## src/rtl/time_set_ctrl_if.sv

```systemverilog
// Button, tick and time bus between the user-input front end, the time-set
// controller and the BCD time-of-day counter.
interface time_set_ctrl_if;
    logic        tick_1hz;
    logic        btn_mode;
    logic        btn_inc;
    logic        btn_dec;
    logic [23:0] time_now;
    logic [1:0]  clk_mode;
    logic [23:0] time_set;
    logic [1:0]  field_sel;
    logic        blink;

    modport master (
        output tick_1hz, btn_mode, btn_inc, btn_dec, time_now,
        input  clk_mode, time_set, field_sel, blink
    );

    modport slave (
        input  tick_1hz, btn_mode, btn_inc, btn_dec, time_now,
        output clk_mode, time_set, field_sel, blink
    );
endinterface

```

## src/rtl/time_set_ctrl.sv

```systemverilog
// Time-setting controller: freezes the counter, edits hh/mm/ss in BCD and
// commits the result with a load request that spans a 1 Hz edge.
module time_set_ctrl #(
    parameter int BLINK_DIV = 25_000_000,
    parameter int TIMEOUT_S = 30
) (
    input logic            clk,
    input logic            rst,
    time_set_ctrl_if.slave bus
);

    localparam int TW = $clog2(TIMEOUT_S + 1);
    localparam int BW = $clog2(BLINK_DIV + 1);
    localparam logic [TW-1:0] TMO_LAST   = TW'(TIMEOUT_S - 1);
    localparam logic [BW-1:0] BLINK_LAST = BW'(BLINK_DIV - 1);

    typedef enum logic [2:0] {
        S_RUN, S_EDIT_HR, S_EDIT_MIN, S_EDIT_SEC, S_COMMIT
    } state_e;

    state_e        state_q, state_d;
    logic [23:0]   time_set_q, time_set_d;
    logic [1:0]    clk_mode_q, clk_mode_d;
    logic [1:0]    field_sel_q, field_sel_d;
    logic          blink_q, blink_d;
    logic          tick_seen_q, tick_seen_d;
    logic [TW-1:0] tmo_q, tmo_d;
    logic [BW-1:0] bcnt_q, bcnt_d;
    logic          accepted;

    function automatic logic [7:0] step_field(input logic [7:0] v,
                                              input logic [7:0] max,
                                              input logic       up);
        logic [7:0] r;
        if (up) begin
            if (v == max)          r = 8'h00;
            else if (v[3:0] == 9)  r = {v[7:4] + 4'd1, 4'h0};
            else                   r = {v[7:4], v[3:0] + 4'd1};
        end else begin
            if (v == 8'h00)        r = max;
            else if (v[3:0] == 0)  r = {v[7:4] - 4'd1, 4'h9};
            else                   r = {v[7:4], v[3:0] - 4'd1};
        end
        return r;
    endfunction

    // A corrupt snapshot from the counter must never reach time_set.
    function automatic logic [7:0] sanitize(input logic [7:0] v,
                                            input logic [7:0] max);
        return (v[7:4] <= 4'd9 && v[3:0] <= 4'd9 && v <= max) ? v : 8'h00;
    endfunction

    always_comb begin
        state_d     = state_q;
        time_set_d  = time_set_q;
        tmo_d       = tmo_q;
        tick_seen_d = 1'b0;
        accepted    = 1'b0;
        unique case (state_q)
            S_RUN: begin
                if (bus.btn_mode) begin
                    state_d    = S_EDIT_HR;
                    accepted   = 1'b1;
                    tmo_d      = '0;
                    time_set_d = {sanitize(bus.time_now[23:16], 8'h23),
                                  sanitize(bus.time_now[15:8],  8'h59),
                                  sanitize(bus.time_now[7:0],   8'h59)};
                end
            end
            S_EDIT_HR, S_EDIT_MIN, S_EDIT_SEC: begin
                if (bus.btn_mode) begin
                    accepted = 1'b1;
                    tmo_d    = '0;
                    state_d  = (state_q == S_EDIT_HR)  ? S_EDIT_MIN :
                               (state_q == S_EDIT_MIN) ? S_EDIT_SEC : S_COMMIT;
                end else if (bus.btn_inc ^ bus.btn_dec) begin
                    accepted = 1'b1;
                    tmo_d    = '0;
                    if (state_q == S_EDIT_HR)
                        time_set_d[23:16] = step_field(time_set_q[23:16], 8'h23, bus.btn_inc);
                    else if (state_q == S_EDIT_MIN)
                        time_set_d[15:8] = step_field(time_set_q[15:8], 8'h59, bus.btn_inc);
                    else
                        time_set_d[7:0] = step_field(time_set_q[7:0], 8'h59, bus.btn_inc);
                end else if (bus.tick_1hz) begin
                    if (tmo_q == TMO_LAST) begin
                        state_d = S_RUN;
                        tmo_d   = '0;
                    end else begin
                        tmo_d = tmo_q + TW'(1);
                    end
                end
            end
            S_COMMIT: begin
                // Leave one cycle after the first tick so the load spans a 1 Hz edge.
                if (tick_seen_q) state_d = S_RUN;
                else             tick_seen_d = bus.tick_1hz;
            end
            default: state_d = S_RUN;
        endcase
    end

    always_comb begin
        blink_d     = blink_q;
        bcnt_d      = bcnt_q;
        clk_mode_d  = 2'b00;
        field_sel_d = 2'b00;
        if (state_d == S_RUN || state_d == S_COMMIT || accepted) begin
            blink_d = 1'b1;
            bcnt_d  = '0;
        end else if (bcnt_q == BLINK_LAST) begin
            blink_d = ~blink_q;
            bcnt_d  = '0;
        end else begin
            bcnt_d = bcnt_q + BW'(1);
        end
        unique case (state_d)
            S_EDIT_HR:  begin clk_mode_d = 2'b10; field_sel_d = 2'b01; end
            S_EDIT_MIN: begin clk_mode_d = 2'b10; field_sel_d = 2'b10; end
            S_EDIT_SEC: begin clk_mode_d = 2'b10; field_sel_d = 2'b11; end
            S_COMMIT:   clk_mode_d = 2'b01;
            default:    clk_mode_d = 2'b00;
        endcase
    end

    always_ff @(posedge clk) begin
        if (rst) begin
            state_q     <= S_RUN;
            time_set_q  <= 24'h000000;
            clk_mode_q  <= 2'b00;
            field_sel_q <= 2'b00;
            blink_q     <= 1'b1;
            tick_seen_q <= 1'b0;
            tmo_q       <= '0;
            bcnt_q      <= '0;
        end else begin
            state_q     <= state_d;
            time_set_q  <= time_set_d;
            clk_mode_q  <= clk_mode_d;
            field_sel_q <= field_sel_d;
            blink_q     <= blink_d;
            tick_seen_q <= tick_seen_d;
            tmo_q       <= tmo_d;
            bcnt_q      <= bcnt_d;
        end
    end

    assign bus.clk_mode  = clk_mode_q;
    assign bus.time_set  = time_set_q;
    assign bus.field_sel = field_sel_q;
    assign bus.blink     = blink_q;

endmodule
```

## src/flat_wrapper.sv

```systemverilog
// flat-port wrapper written by rule: the top's interface ports become plain ports
module time_set_ctrl_flat 
#(
    parameter int BLINK_DIV = 25_000_000,
    parameter int TIMEOUT_S = 30
)
  (clk, rst, bus_tick_1hz, bus_btn_mode, bus_btn_inc, bus_btn_dec, bus_time_now, bus_clk_mode, bus_time_set, bus_field_sel, bus_blink);
  time_set_ctrl_if bus_i ();
  input logic clk;
  input logic rst;
  input wire logic [$bits(bus_i.tick_1hz)-1:0] bus_tick_1hz;
  input wire logic [$bits(bus_i.btn_mode)-1:0] bus_btn_mode;
  input wire logic [$bits(bus_i.btn_inc)-1:0] bus_btn_inc;
  input wire logic [$bits(bus_i.btn_dec)-1:0] bus_btn_dec;
  input wire logic [$bits(bus_i.time_now)-1:0] bus_time_now;
  output wire logic [$bits(bus_i.clk_mode)-1:0] bus_clk_mode;
  output wire logic [$bits(bus_i.time_set)-1:0] bus_time_set;
  output wire logic [$bits(bus_i.field_sel)-1:0] bus_field_sel;
  output wire logic [$bits(bus_i.blink)-1:0] bus_blink;
  assign bus_i.tick_1hz = bus_tick_1hz;
  assign bus_i.btn_mode = bus_btn_mode;
  assign bus_i.btn_inc = bus_btn_inc;
  assign bus_i.btn_dec = bus_btn_dec;
  assign bus_i.time_now = bus_time_now;
  assign bus_clk_mode = bus_i.clk_mode;
  assign bus_time_set = bus_i.time_set;
  assign bus_field_sel = bus_i.field_sel;
  assign bus_blink = bus_i.blink;
  time_set_ctrl #(.BLINK_DIV(BLINK_DIV), .TIMEOUT_S(TIMEOUT_S)) u_core (.clk(clk), .rst(rst), .bus(bus_i));
endmodule
```

## config.mk

```make
export PLATFORM = sky130hd
export DESIGN_NAME = time_set_ctrl_flat
export DESIGN_NICKNAME = d
export VERILOG_FILES = /design/src/rtl/time_set_ctrl_if.sv /design/src/rtl/time_set_ctrl.sv /design/src/flat_wrapper.sv
export SDC_FILE = /design/constraint.sdc
export NUM_CORES = 1
export LEC_CHECK = 0
export CAP_MARGIN = 5
export CORE_MARGIN = 2
export CORE_UTILIZATION = 52
export DETAILED_ROUTE_END_ITERATION = 8
export GPL_ROUTABILITY_DRIVEN = 0
export PLACE_DENSITY = 0.85
export SYNTH_ARGS = -nofsm -noshare
export SYNTH_HDL_FRONTEND = slang
export SYNTH_SLANG_ARGS = --single-unit
export TNS_END_PERCENT = 10
```

## constraint.sdc

```tcl
create_clock -name clk -period 6.3 [get_ports clk]
set_input_delay 1.26 -clock clk [delete_from_list [all_inputs] [get_ports clk]]
set_output_delay 1.26 -clock clk [all_outputs]
set_load 0.01 [all_outputs]
```

* After elaboration in Yosys (flattened, before gate mapping) *
Index checks and enable logic that the tools add are counted.

operators by class
  $add $sub $neg = 14
  magnitude comparators = 9
  equal/unequal tests = 30
  muxes and demuxes = 47
  bitwise gates (word level) = 3
  reductions and logical operators = 29

operator list
  cell                                                    number
  2-to-1 mux 8 bit                                        21
  2-to-1 mux 24 bit                                       3
  case mux 24 bit (2 select lines)                        1
  adder 25 x 1 -> 25 bit (second input constant)          1
  == test 25 bit (second input constant)                  1
  2-to-1 mux 5 bit                                        5
  adder 4 x 1 -> 4 bit (second input constant)            6
  <= comparator 4 bit (second input constant)             6
  logical NOT 8 bit                                       3
  2-to-1 mux 3 bit                                        8
  inequality test 4 x 2 -> 1 bit (second input constant)  6
  subtractor 4 x 1 -> 4 bit (second input constant)       6
  == test 8 x 7 -> 1 bit (second input constant)          2
  <= comparator 8 x 7 -> 1 bit (second input constant)    2
  2-to-1 mux 16 bit                                       1
  AND reduction 8 bit                                     2
  == test 3 x 2 -> 1 bit (second input constant)          4
  == test 4 bit (second input constant)                   3
  logical NOT 4 bit                                       3
  AND reduction 6 bit                                     2
  OR reduction 3 bit                                      4
  case mux 5 bit (2 select lines)                         1
  case mux 3 bit (3 select lines)                         1
  == test 8 x 6 -> 1 bit (second input constant)          1
  other kinds (22)                                        39

storage, ports and cells
  register bits = 63
  bits of input ports = 30
  output and inout port bits = 29
  logic and storage cells = 145

* Logic depth before layout (Yosys ltp) *
Gate-level depths: netlist of the first run.

  depth in word-level cells = 10
  depth in mapped cells = 9
  depth with buffers taken out = 7

* Worst setup path after synthesis of the first run *
OpenSTA, ideal clock, no wires.

  kind = in2reg
  start = input bus_btn_mode
  end = register u_core.time_set_q[20], in the netlist u_core.bus.time_set[20]
  setup time = 0.095 ns
  data arrival time = 2.739 ns
  required time = 6.205 ns
  slack = 3.466 ns
  stages on the path = 7
  path buffers = 2
  path through = buf_2 -> nor2b_1 -> a21oi_1 -> or3_1 -> buf_2 -> or3_4 -> a221oi_1

on the way
  cells in the longest elaborated chain, start to end = 2
  elaborated cells on any way between the ends = 3
  those cells by class = 2 x eq/ne; 1 x reduce/logical

RTL lines
  what                                    RTL line              text
  from (decl)                             flat_wrapper.sv:12    input wire logic [$bits(bus_i.btn_mode)-1:0] bus_btn_mode;
  inequality test 2 bit (no source line)  --
  AND reduction 7 bit (no source line) *  --
  to (signal assigned)                    time_set_ctrl.sv:138  time_set_q <= time_set_d;
  to (decl)                               time_set_ctrl.sv:22   logic [23:0] time_set_q, time_set_d;

Every way passes the cells marked *; elsewhere a longest branch is shown, timed or not.
A chain may end at the register's enable or synchronous reset.

* Worst setup path in the final report of the first run *
  start = input bus_btn_inc
  end = register u_core.time_set_q[21], in the netlist u_core.bus.time_set[21]

on the way
  cells in the longest elaborated chain, start to end = 5
  elaborated cells on any way between the ends = 10
  those cells by class = 3 x eq/ne; 5 x mux; 1 x bitwise; 1 x reduce/logical

RTL lines
  what                              RTL line             text
  from (decl)                       flat_wrapper.sv:13   input wire logic [$bits(bus_i.btn_inc)-1:0] bus_btn_inc;
  2-to-1 mux 8 bit                  time_set_ctrl.sv:35  if (up) begin
  2-to-1 mux 8 bit                  time_set_ctrl.sv:79  if (state_q == S_EDIT_HR)
  2-to-1 mux 24 bit                 time_set_ctrl.sv:76  end else if (bus.btn_inc ^ bus.btn_dec) begin
  2-to-1 mux 24 bit                 time_set_ctrl.sv:71  if (bus.btn_mode) begin
  case mux 24 bit (2 select lines)  time_set_ctrl.sv:59  unique case (state_q)

Several ways; a longest one is shown, not always the timed one. The select of a mux whose other input is x is not followed.

==> summary.md, run 1 <==
| Metric | Value |
|---|---|
| Status | complete, no violations |
| First drt pass iteration count | 5 |
| Yosys reg bits | 63 |
| Worst path required time | 6.54 ns |
| Max-slew violations | 0 |
| Die Width | 91.0 um |
| Hold_buf cts | 0 |
| Min-Delay Path Class | reg -> reg |
| Worst slew pin tran | 0.866 ns |
| Nets@finish | 595 |
| CTS H-Tree Depth | 3 |
| Row count | 31 |
| Seq/Total Area, Yosys | 32.0% |
| Setup TNS | 0 ns |
| DP HPWL | 7500 um |
| Hold slack | 0.509 ns |
| Post-cts sizing count | 0 |
| Post-synth top flop | dfxtp_1 |
| VDD IR max | 0.152 mV |
| Syn Inst Count | 491 |
| Drt total wl | 10300 um |
| Wirelength per Cell | 15.9 um |
| Setup violations, final | 0 |
| Commonest non-fill, non-tap cell in the layout | dfxtp_1 |
| PortBufs | 58 |
| Largest net degree at the start of global routing | 35 |
| Arr. time, crit path | 3.73 ns |
| Library cells used by synthesis | 58 |
| Num CTS Buffers | 9 |
| Clock transition at the registers of the reported paths | 0.08 ns |
| N_diodes | 0 |
| Final global-route overflow total | 0 |
| Gr usage total | 25.1% |
| Static Leak | 1.65 nW |
| Crit. End Element | flip-flop |
| Final Hold Fails | 0 |
| Final period util | 55.4% |
| Clk_lat worst skew | 0.35 ns |
| RSZ-0062 raised after global routing | false |
| Layout cells sized above 1 | 5.30% |
| Tmin final | 3.49 ns |
| Total die area | 8280 um2 |
| First DRT Iteration DRCs | 382 |
| Synthesized Nets | 544 |
| Root Driver | clkbuf_8 |
| Vias in the first global route | 3690 |
| Global-route wire length before repair | 17200 um |
| Clk_skew | 0.0121 ns |
| Synthesized area | 3940 um2 |
| CTS tree | done |
| Via Count | 3919 |
| Die Y | 91.0 um |
| Area growth syn-to-layout | 21.4% |
| Clock sink total | 63 |
| Placement Cell Area | 4570 um2 |
| Rel. slew slack | 42.3% |
| Antenna-violating nets left | 0 |
| Post-place setup slack | 2.52 ns |
| Maxcap violations | 0 |
| PD cells | 216 nW/um2 |
| Core Region | 7290 um2 |
| Critical path class | in -> reg |
| Avg Synthesized Cell Area | 8.02 um2 |
| Synth warn | 0 |
| Top Ports | 59 |
| Largest buffer count on any clock path | 2 |
| Starting Density | 54.0% |
| Commonest non-fill, non-tap cells in the layout | dfxtp_1 (63), nor2_1 (62), clkdlybuf4s50_1 (58) |
| Startpoint types | input port |
| Power Total | 1.03 mW |
| Setup ws final | 2.81 ns |
| Number of vias per cell | 6.07 |
| Post-CTS Setup Repair Bufs | 0 |
| Antenna violations before repair | 0 |
| Fin area | 4780 um2 |
| Fmax achieved | 0.286 GHz |
| Asr flop ratio synth | 0% |
| DRC | 0 |
| Max FO, Critical Path | 14 |
| Post-synth EDFFs | 0 |
-- report_power, final --
group,internal (mW),switching (mW)
Combinational,0.101,0.121
Sequential,0.414,0.0300
Clock,0.195,0.172
Total,0.710,0.323
-- worst max-delay path: stages --
cell             delay, ns
clkdlybuf4s50_1       0.80
inv_1                 0.33
nand2_1               0.39
nor2_1                0.17
or3_4                 0.43
a221oi_1              0.34
-- stage by stage --
stage          util [%]  std cells
3_3_place_gp       62.7        630
4_1_cts            65.5        646
2_1_floorplan         -        491
3_5_place_dp       62.7        630
5_1_grt            65.5        646
6_report           65.5        646
-- cells by family (layout without fill, tap and decap cells) --
kind of cell    count (synthesis)  after routing  share of synthesized area, %
compound gates                120            120                          21.7
simple gates                  206            206                          26.8
fa+ha+maj                      23             23                          7.31
flops                          63             63                          32.0
mux                             3              3                         0.763
xor+xnor                       30             30                          6.87
buf+inv                        46            102                          4.48
-- synthesized netlist by cell type, drive strengths merged (4+ instances only) --
library cell	number	area, um2
nor3b	4	30.0
nand2	33	124
dfxtp	63	1260
a311oi	7	61.3
clkbuf	15	56.3
o32ai	7	61.3
xor2	15	139
nor4	8	56.3
a21oi	27	135
inv	27	101
nand4	12	75.1
a221oi	9	78.8
or3	4	30.0
a31oi	4	25.0
and3	11	68.8
buf	4	18.8
xnor2	15	131
a211oi	12	90.1
o21ai	17	85.1
nor4b	4	35.0
ha	23	288
a21o	4	30.0
nand2b	5	31.3
nor2	62	233
nand3	21	105
nor3	20	100
and2	5	31.3
-- layer usage --
metal | wire length, um | share of wire (%) | GRT usage, %
met3 | 700 | 6.8 | 6.64
met1 | 4480 | 44 | 32.4
met2 | 4920 | 48 | 39.9
met4 | 192 | 1.9 | 10.1
met5 | 0 | 0 | 0
-- state kept, by name, indices dropped and copies added (netlist names) --
| signal | flops |
|---|---|
| u_core.bcnt_q | 25 |
| u_core.bus.blink | 1 |
| u_core.bus.clk_mode | 2 |
| u_core.bus.field_sel | 2 |
| u_core.bus.time_set | 24 |
| u_core.state_q | 3 |
| u_core.tick_seen_q | 1 |
| u_core.tmo_q | 5 |
-- cell type report --
cell class | count | area (um2)
inverter | 27 | 101
clock buffer | 10 | 138
multi-input combinational | 382 | 2500
fill | 617 | 2510
sequential | 63 | 1260
clock inverter | 6 | 67.6
timing repair buffer | 59 | 588
tap | 99 | 124
-- path summary, 6_finish.rpt --
check,from,endpoint,slack [ns],cells past startpoint
worst min register to register,u_core.bcnt_q[0],u_core.bcnt_q[0],0.51,1
worst max-delay path,bus_btn_inc,u_core.bus.time_set[21],2.81,6
worst max register to register,u_core.state_q[0],u_core.bcnt_q[24],3.81,5
worst min-delay path,u_core.bcnt_q[0],u_core.bcnt_q[0],0.51,1
Note: power is estimated with default switching activity, not from simulation.
==> inputs of run 2 (changes only) <==
==> constraint.sdc (replaced) <==
create_clock -name clk -period 3.5 [get_ports clk]
set_input_delay 0.7 -clock clk [delete_from_list [all_inputs] [get_ports clk]]
set_output_delay 0.7 -clock clk [all_outputs]
set_load 0.01 [all_outputs]
==> run 2 against run 1 <==
Net effect: sequential cell count unchanged; clock skew down 0.0020 ns; highest routed layer unchanged; critical path type unchanged; global-route usage down 0.16 points; critical endpoint is now u_core.bus.time_set[5]; critical path depth stayed put; design area rose by 2.0%.
==> summary.md, run 2 (synthesis gave the netlist of run 1 again) <==
| Metric | Value |
|---|---|
| Max FO, Critical Path | 11 (-3) |
| Worst path cell trace | clkdlybuf4s50_1 > nor4b_1 > a41oi_1 > a31oi_1 > nor2_1 > a311oi_1 |
| Worst path required time | 3.75 ns (-2.79 ns) |
| Top reg by flops | u_core.bcnt_q |
| Fmax achieved | 0.364 GHz |
| Layout cells sized above 1 | 5.81% (+0.51 points) |
| Final Hold Fails | 0 (unchanged) |
| First drt pass iteration count | 5 (unchanged) |
| Root Driver | clkbuf_8 |
| Clock sink total | 63 (unchanged) |
| Via Count | 4002 (+2.1%) |
| Clk_skew | 0.0102 ns (-0.00195 ns) |
| Hold slack | 0.490 ns (-0.0188 ns) |
| Total die area | 8280 um2 (unchanged) |
| First DRT Iteration DRCs | 401 (+5.0%) |
| VDD IR max | 0.259 mV (+70%) |
| PortBufs | 58 (unchanged) |
| DRC | 0 (unchanged) |
| Max FFs per register | 25 (unchanged) |
| Static Leak | 1.70 nW (+3.2%) |
| Clock share of power | 41.7% (+6.2 points) |
| CTS H-Tree Depth | 3 (unchanged) |
| Setup TNS | 0 ns (unchanged) |
| Worst path max stage delay | 0.67 ns (-0.13 ns) |
| Gr usage total | 25.0% (-0.16 points) |
| Area growth syn-to-layout | 23.8% |
| Antenna violations before repair | 0 (unchanged) |
| Min-Delay Path Class | reg -> reg |
| Rel. slew slack | 45.3% (+3.0 points) |
| P_int | 1.50 mW (+110%) |
| Critical path class | in -> reg |
| Global-route wire length before repair | 17200 um (about the same) |
| Drt total wl | 10300 um (+0.14%) |
| Status | complete, no violations |
| Commonest non-fill, non-tap cells in the layout | dfxtp_1 (63), nor2_1 (62), clkdlybuf4s50_1 (58) |
| Largest buffer count on any clock path | 2 (unchanged) |
| CTS tree | done |
| Final global-route overflow total | 0 (unchanged) |
| Num CTS Buffers | 9 (unchanged) |
| Sw Share | 27.2% (-4.0 points) |
| Nets@finish | 599 (+0.67%) |
| Clk_lat worst skew | 0.34 ns (about the same) |
| Die Y | 91.0 um (unchanged) |
| Sequential cell fraction of total power | 38.9% (-4.1 points) |
| Arr. time, crit path | 3.00 ns (-0.73 ns) |
| Fillers | 613 (-0.65%) |
| Vias in the first global route | 3697 (+0.19%) |
| Setup violations, final | 0 (unchanged) |
| Post-CTS Setup Repair Bufs | 0 (unchanged) |
| Clock transition at the registers of the reported paths | 0.07 ns (about the same) |
| Tmin final | 2.75 ns |
| CP bufs+invs | 1 (-1) |
| Core Region | 7290 um2 (unchanged) |
| CP max-delay cell | clkdlybuf4s50_1 |
| Commonest non-fill, non-tap cell in the layout | dfxtp_1 |
| Combinational power share | 19.4% (-2.1 points) |
| Die Width | 91.0 um (unchanged) |
| Maxcap violations | 0 (unchanged) |
| Startpoint types | input port |
| Starting Density | 54.0% (unchanged) |
| PD cells | 422 nW/um2 (+95%) |
| Post-cts sizing count | 0 (unchanged) |
| Worst slew pin tran | 0.815 ns (-0.0512 ns) |
| N_diodes | 0 (unchanged) |
| Max-slew violations | 0 (unchanged) |
| Final period util | 78.6% |
| RSZ-0062 raised after global routing | false |
| Largest net degree at the start of global routing | 19 (-46%) |
| Row count | 31 (unchanged) |
| Antenna-violating nets left | 0 (unchanged) |
| CP delay by family, top | compound AO/OA/AOI/OAI gates |
| Post-layout util | 66.8% (+1.3 points) |
| Crit. End Element | flip-flop |
| Wirelength per Cell | 15.9 um (-0.48%) |
| Number of vias per cell | 6.16 (+1.5%) |
| Hold_buf cts | 0 (unchanged) |
| Top Ports | 59 (unchanged) |
| Net switching power | 0.560 mW (+74%) |
| DP HPWL | 7360 um (-1.8%) |
run 2: changes by cell type in the layout (fill, tap and decap cells not counted), sizes merged:
cell      change
clkinv        -1
buf           +4
clkinvlp      -2
inv           -1
clkbuf        +1
bufinv        +3
run 2: cell type report:
cell class / count / area (um2) / area share (%)
inverters: 27 / 101 / 2.08
multi-input cells: 382 / 2500 / 51.3
clock inverters: 5 / 129 / 2.64
well taps: 99 / 124 / 2.54
clock buffers: 11 / 141 / 2.90
flip-flops and latches: 63 / 1260 / 25.9
repair buffers: 63 / 618 / 12.7
run 2: path summary, 6_finish.rpt:
kind | startpoint | end | cells after the start | slack (ns)
setup / recovery | bus_btn_mode | u_core.bus.time_set[5] | 6 | 0.75
hold / removal | u_core.bcnt_q[0] | u_core.bcnt_q[0] | 1 | 0.49
setup reg to reg | u_core.bus.time_set[8] | u_core.bus.time_set[13] | 7 | 1.24
hold reg to reg | u_core.bcnt_q[0] | u_core.bcnt_q[0] | 1 | 0.49
run 2: through the flow:
step	area [um2]	setup slack [ns]	power, mW	std cells
2_1_floorplan	3940	1.23	1.05	491
3_3_place_gp	4600	0.572	1.19	634
3_5_place_dp	4600	0.429	1.20	634
4_1_cts	4870	0.779	2.06	650
5_1_grt	4870	0.489	2.14	650
6_report	4870	0.750	2.06	650
run 2: power by group through the flow:
| stage | clock, mW | sequential, mW | combinational [mW] |
|---|---|---|---|
| floorplan | 0 | 0.810 | 0.239 |
| global placement | 0 | 0.812 | 0.379 |
| detailed placement | 0 | 0.813 | 0.389 |
| CTS | 0.867 | 0.797 | 0.392 |
| global route | 0.892 | 0.805 | 0.438 |
| finish | 0.857 | 0.799 | 0.400 |
run 2: layer usage:
| layer | vias to the layer above | global-route usage, % | share of wire, % |
|---|---|---|---|
| met4 | 0 | 7.20 | 0.90 |
| met2 | 185 | 40.4 | 48 |
| met1 | 1877 | 33.4 | 43 |
| met5 | - | 0 | 0 |
| met3 | 12 | 5.56 | 8.2 |
| li1 | 1928 | - | - |
==> inputs of run 3 (changes only) <==
--- a/config.mk
+++ b/config.mk
@@ -7,10 +7,10 @@
 export LEC_CHECK = 0
 export CAP_MARGIN = 5
 export CORE_MARGIN = 2
-export CORE_UTILIZATION = 52
+export CORE_UTILIZATION = 49
 export DETAILED_ROUTE_END_ITERATION = 8
 export GPL_ROUTABILITY_DRIVEN = 0
-export PLACE_DENSITY = 0.85
+export PLACE_DENSITY = 0.84
 export SYNTH_ARGS = -nofsm -noshare
 export SYNTH_HDL_FRONTEND = slang
 export SYNTH_SLANG_ARGS = --single-unit
==> constraint.sdc (replaced) <==
create_clock -name clk -period 2.5 [get_ports clk]
set_input_delay 0.5 -clock clk [delete_from_list [all_inputs] [get_ports clk]]
set_output_delay 0.5 -clock clk [all_outputs]
set_load 0.01 [all_outputs]
==> run 3 against run 2 <==
Net effect: worst setup slack got worse by 0.44 ns; register-to-register slack got worse by 0.93 ns; clock skew shrank 0.0058 ns; sequential power grew 40%; clock power is 7.5% lower; critical path depth up 1; non-clock buffer count increased by 19; wire length increased by 0.57%; first-iteration DRC count is 28% lower; die area is 5.9% higher; largest power group is now sequential cells; highest routed layer unchanged.
==> summary.md, run 3 (synthesis gave the netlist of run 1 again) <==
| Metric | Value |
|---|---|
| Status | complete, no violations |
| Wirelength per Cell | 15.4 um (-2.6%) |
| Antenna-violating nets left | 0 (unchanged) |
| Via Count | 4068 (+1.6%) |
| Clock transition at the registers of the reported paths | 0.07 ns (about the same) |
| Post-layout util | 63.4% (-3.4 points) |
| CP bufs+invs | 1 (unchanged) |
| Rel. slew slack | 67.1% (+22 points) |
| Min-Delay Endpoint | u_core.bcnt_q[24] |
| PortBufs | 58 (unchanged) |
| Post-place setup slack | -0.0425 ns (-0.472 ns) |
| Max-slew violations | 0 (unchanged) |
| Worst slew pin tran | 0.481 ns (-0.333 ns) |
| P_int | 1.71 mW (+14%) |
| Commonest non-fill, non-tap cell in the layout | dfxtp_1 |
| Max FO, Critical Path | 9 (-2) |
| Fmax achieved | 0.456 GHz |
| Maxcap violations | 0 (unchanged) |
| First drt pass iteration count | 6 (+1) |
| Antenna violations before repair | 0 (unchanged) |
| Number of vias per cell | 6.06 (-1.5%) |
| Post-CTS Setup Repair Bufs | 0 (unchanged) |
| Worst path required time | 2.75 ns (-1.00 ns) |
| R2r worst-path depth | 7 (unchanged) |
| Max FFs per register | 25 (unchanged) |
| CTS H-Tree Depth | 3 (unchanged) |
| Final global-route overflow total | 0 (unchanged) |
| R2R Setup Slk | 0.31 ns (-0.93 ns) |
| Largest buffer count on any clock path | 2 (unchanged) |
| Worst R2R Start | u_core.bus.time_set[0] |
| PD cells | 510 nW/um2 (+21%) |
| Net switching power | 0.797 mW (+42%) |
| Placed cell count | 656 (+3.5%) |
| RSZ-0062 raised after global routing | false |
| Worst path cell trace | inv_1 > ha_1 > nor3b_1 > nand3_1 > o221ai_1 > o21ai_0 > a311oi_1 |
| First DRT Iteration DRCs | 288 (-28%) |
| Worst path max stage delay | 0.47 ns (-0.20 ns) |
| Starting Density | 50.7% (-3.3 points) |
| Final Hold Fails | 0 (unchanged) |
| Layout cells sized above 1 | 8.61% (+2.8 points) |
| Gr usage total | 24.5% (-0.50 points) |
| Startpoint types | flip-flop |
| Post-cts sizing count | 0 (unchanged) |
| N_diodes | 0 (unchanged) |
| Sequential cell fraction of total power | 44.5% (+5.6 points) |
| Total die area | 8770 um2 (+5.9%) |
| Tmin final | 2.19 ns |
| Final period util | 87.7% |
| Row count | 32 (+3.2%) |
| Core Region | 7770 um2 (+6.5%) |
| Die Width | 93.6 um (+2.9%) |
| Critical path class | reg -> reg |
| Largest net degree at the start of global routing | 34 (+15) |
| Area growth syn-to-layout | 25.2% |
| Post-route insts no fill | 671 (+3.2%) |
| Root Driver | clkbuf_8 |
| VDD IR max | 0.268 mV (+3.8%) |
| Clock share of power | 31.6% (-10 points) |
| Arr. time, crit path | 2.44 ns (-0.56 ns) |
| Setup violations, final | 0 (unchanged) |
| Setup ws final | 0.306 ns (-0.443 ns) |
| DRC | 0 (unchanged) |
| Die Y | 93.6 um (+2.9%) |
| CP delay by family, top | simple AND/OR/NAND/NOR gates |
| Drt total wl | 10400 um (+0.57%) |
| Hold_buf cts | 0 (unchanged) |
| CP max-delay cell | nor3b_1 |
| RR Endpoint | u_core.bus.time_set[6] |
| Worst Hold Path Cells | 2 (+1) |
| Min-Delay Path Class | reg -> reg |
| Clk_lat worst skew | 0.34 ns (about the same) |
| Commonest non-fill, non-tap cells in the layout | dfxtp_1 (63), nor2_1 (62), clkdlybuf4s50_1 (58) |
| CTS tree | done |
| Vias in the first global route | 3987 (+7.8%) |
| Crit. End Element | flip-flop |
| DP HPWL | 7420 um (+0.77%) |
| Sw Share | 31.8% (+4.5 points) |
| Nets@finish | 618 (+3.2%) |
| Global-route wire length before repair | 17600 um (+1.9%) |
| Combinational power share | 23.9% (+4.5 points) |
| Static Leak | 1.75 nW (+2.6%) |
| Critical hold path startpoint | u_core.bcnt_q[24] |
| WP depth | 7 (+1) |
| Top reg by flops | u_core.bcnt_q |
| Top Ports | 59 (unchanged) |
| Clock sink total | 63 (unchanged) |
| Num CTS Buffers | 9 (unchanged) |
| Clk_skew | 0.00441 ns (-0.00578 ns) |
==> run 3: through the flow <==
stage	instance area [um2]	setup TNS (ns)	hold slack [ns]	power (mW)
floorplan	3940	0	0.442	1.47
global placement	4760	0	0.452	1.70
detailed placement	4760	-0.0897	0.471	1.72
CTS	4930	0	0.488	2.52
global route	4930	0	0.532	2.63
finish	4930	0	0.491	2.51
==> run 3: power groups by stage <==
stage / registers (mW) / clock network [mW] / logic (mW)
4_1_cts: 1.12 / 0.810 / 0.590
5_1_grt: 1.13 / 0.849 / 0.652
3_3_place_gp: 1.14 / 0 / 0.567
2_1_floorplan: 1.13 / 0 / 0.335
3_5_place_dp: 1.14 / 0 / 0.587
6_report: 1.12 / 0.793 / 0.600
==> run 3: worst max path at each step <==
| stage | start | slack [ns] | to |
|---|---|---|---|
| after floorplan | bus_btn_mode | 0.43 | u_core.bus.time_set[20] |
| after global placement | bus_btn_inc | 0.02 | u_core.bus.time_set[23] |
| after detailed placement | bus_btn_inc | -0.04 | u_core.bus.time_set[23] |
| after CTS | bus_btn_inc | 0.31 | u_core.bus.time_set[23] |
| after global routing | u_core.bus.time_set[0] | 0.04 | u_core.bus.time_set[6] |
| final | u_core.bus.time_set[0] | 0.31 | u_core.bus.time_set[6] |
==> run 3: final cells by class <==
type | count | area (um2)
Tap cell | 102 | 128
Sequential cell | 63 | 1260
Fill cell | 678 | 2840
Clock buffer | 12 | 145
Inverter | 27 | 101
Clock inverter | 3 | 20.0
Timing Repair Buffer | 82 | 773
Multi-Input combinational cell | 382 | 2500
==> run 3: per-layer routing <==
| metal | global-route usage (%) | vias to the layer above | share of wire [%] |
|---|---|---|---|
| li1 | - | 1953 | - |
| met1 | 30.3 | 1910 | 43 |
| met2 | 41.6 | 172 | 49 |
| met3 | 4.35 | 33 | 5.9 |
| met4 | 10.5 | 0 | 2.5 |
| met5 | 0 | - | 0 |
==> run 3: worst register-to-register path: stages, from the launching register on <==
cell      delay, ns
dfxtp_1        0.41
inv_1          0.12
ha_1           0.27
nor3b_1        0.47
nand3_1        0.23
o221ai_1       0.25
o21ai_0        0.14
a311oi_1       0.23
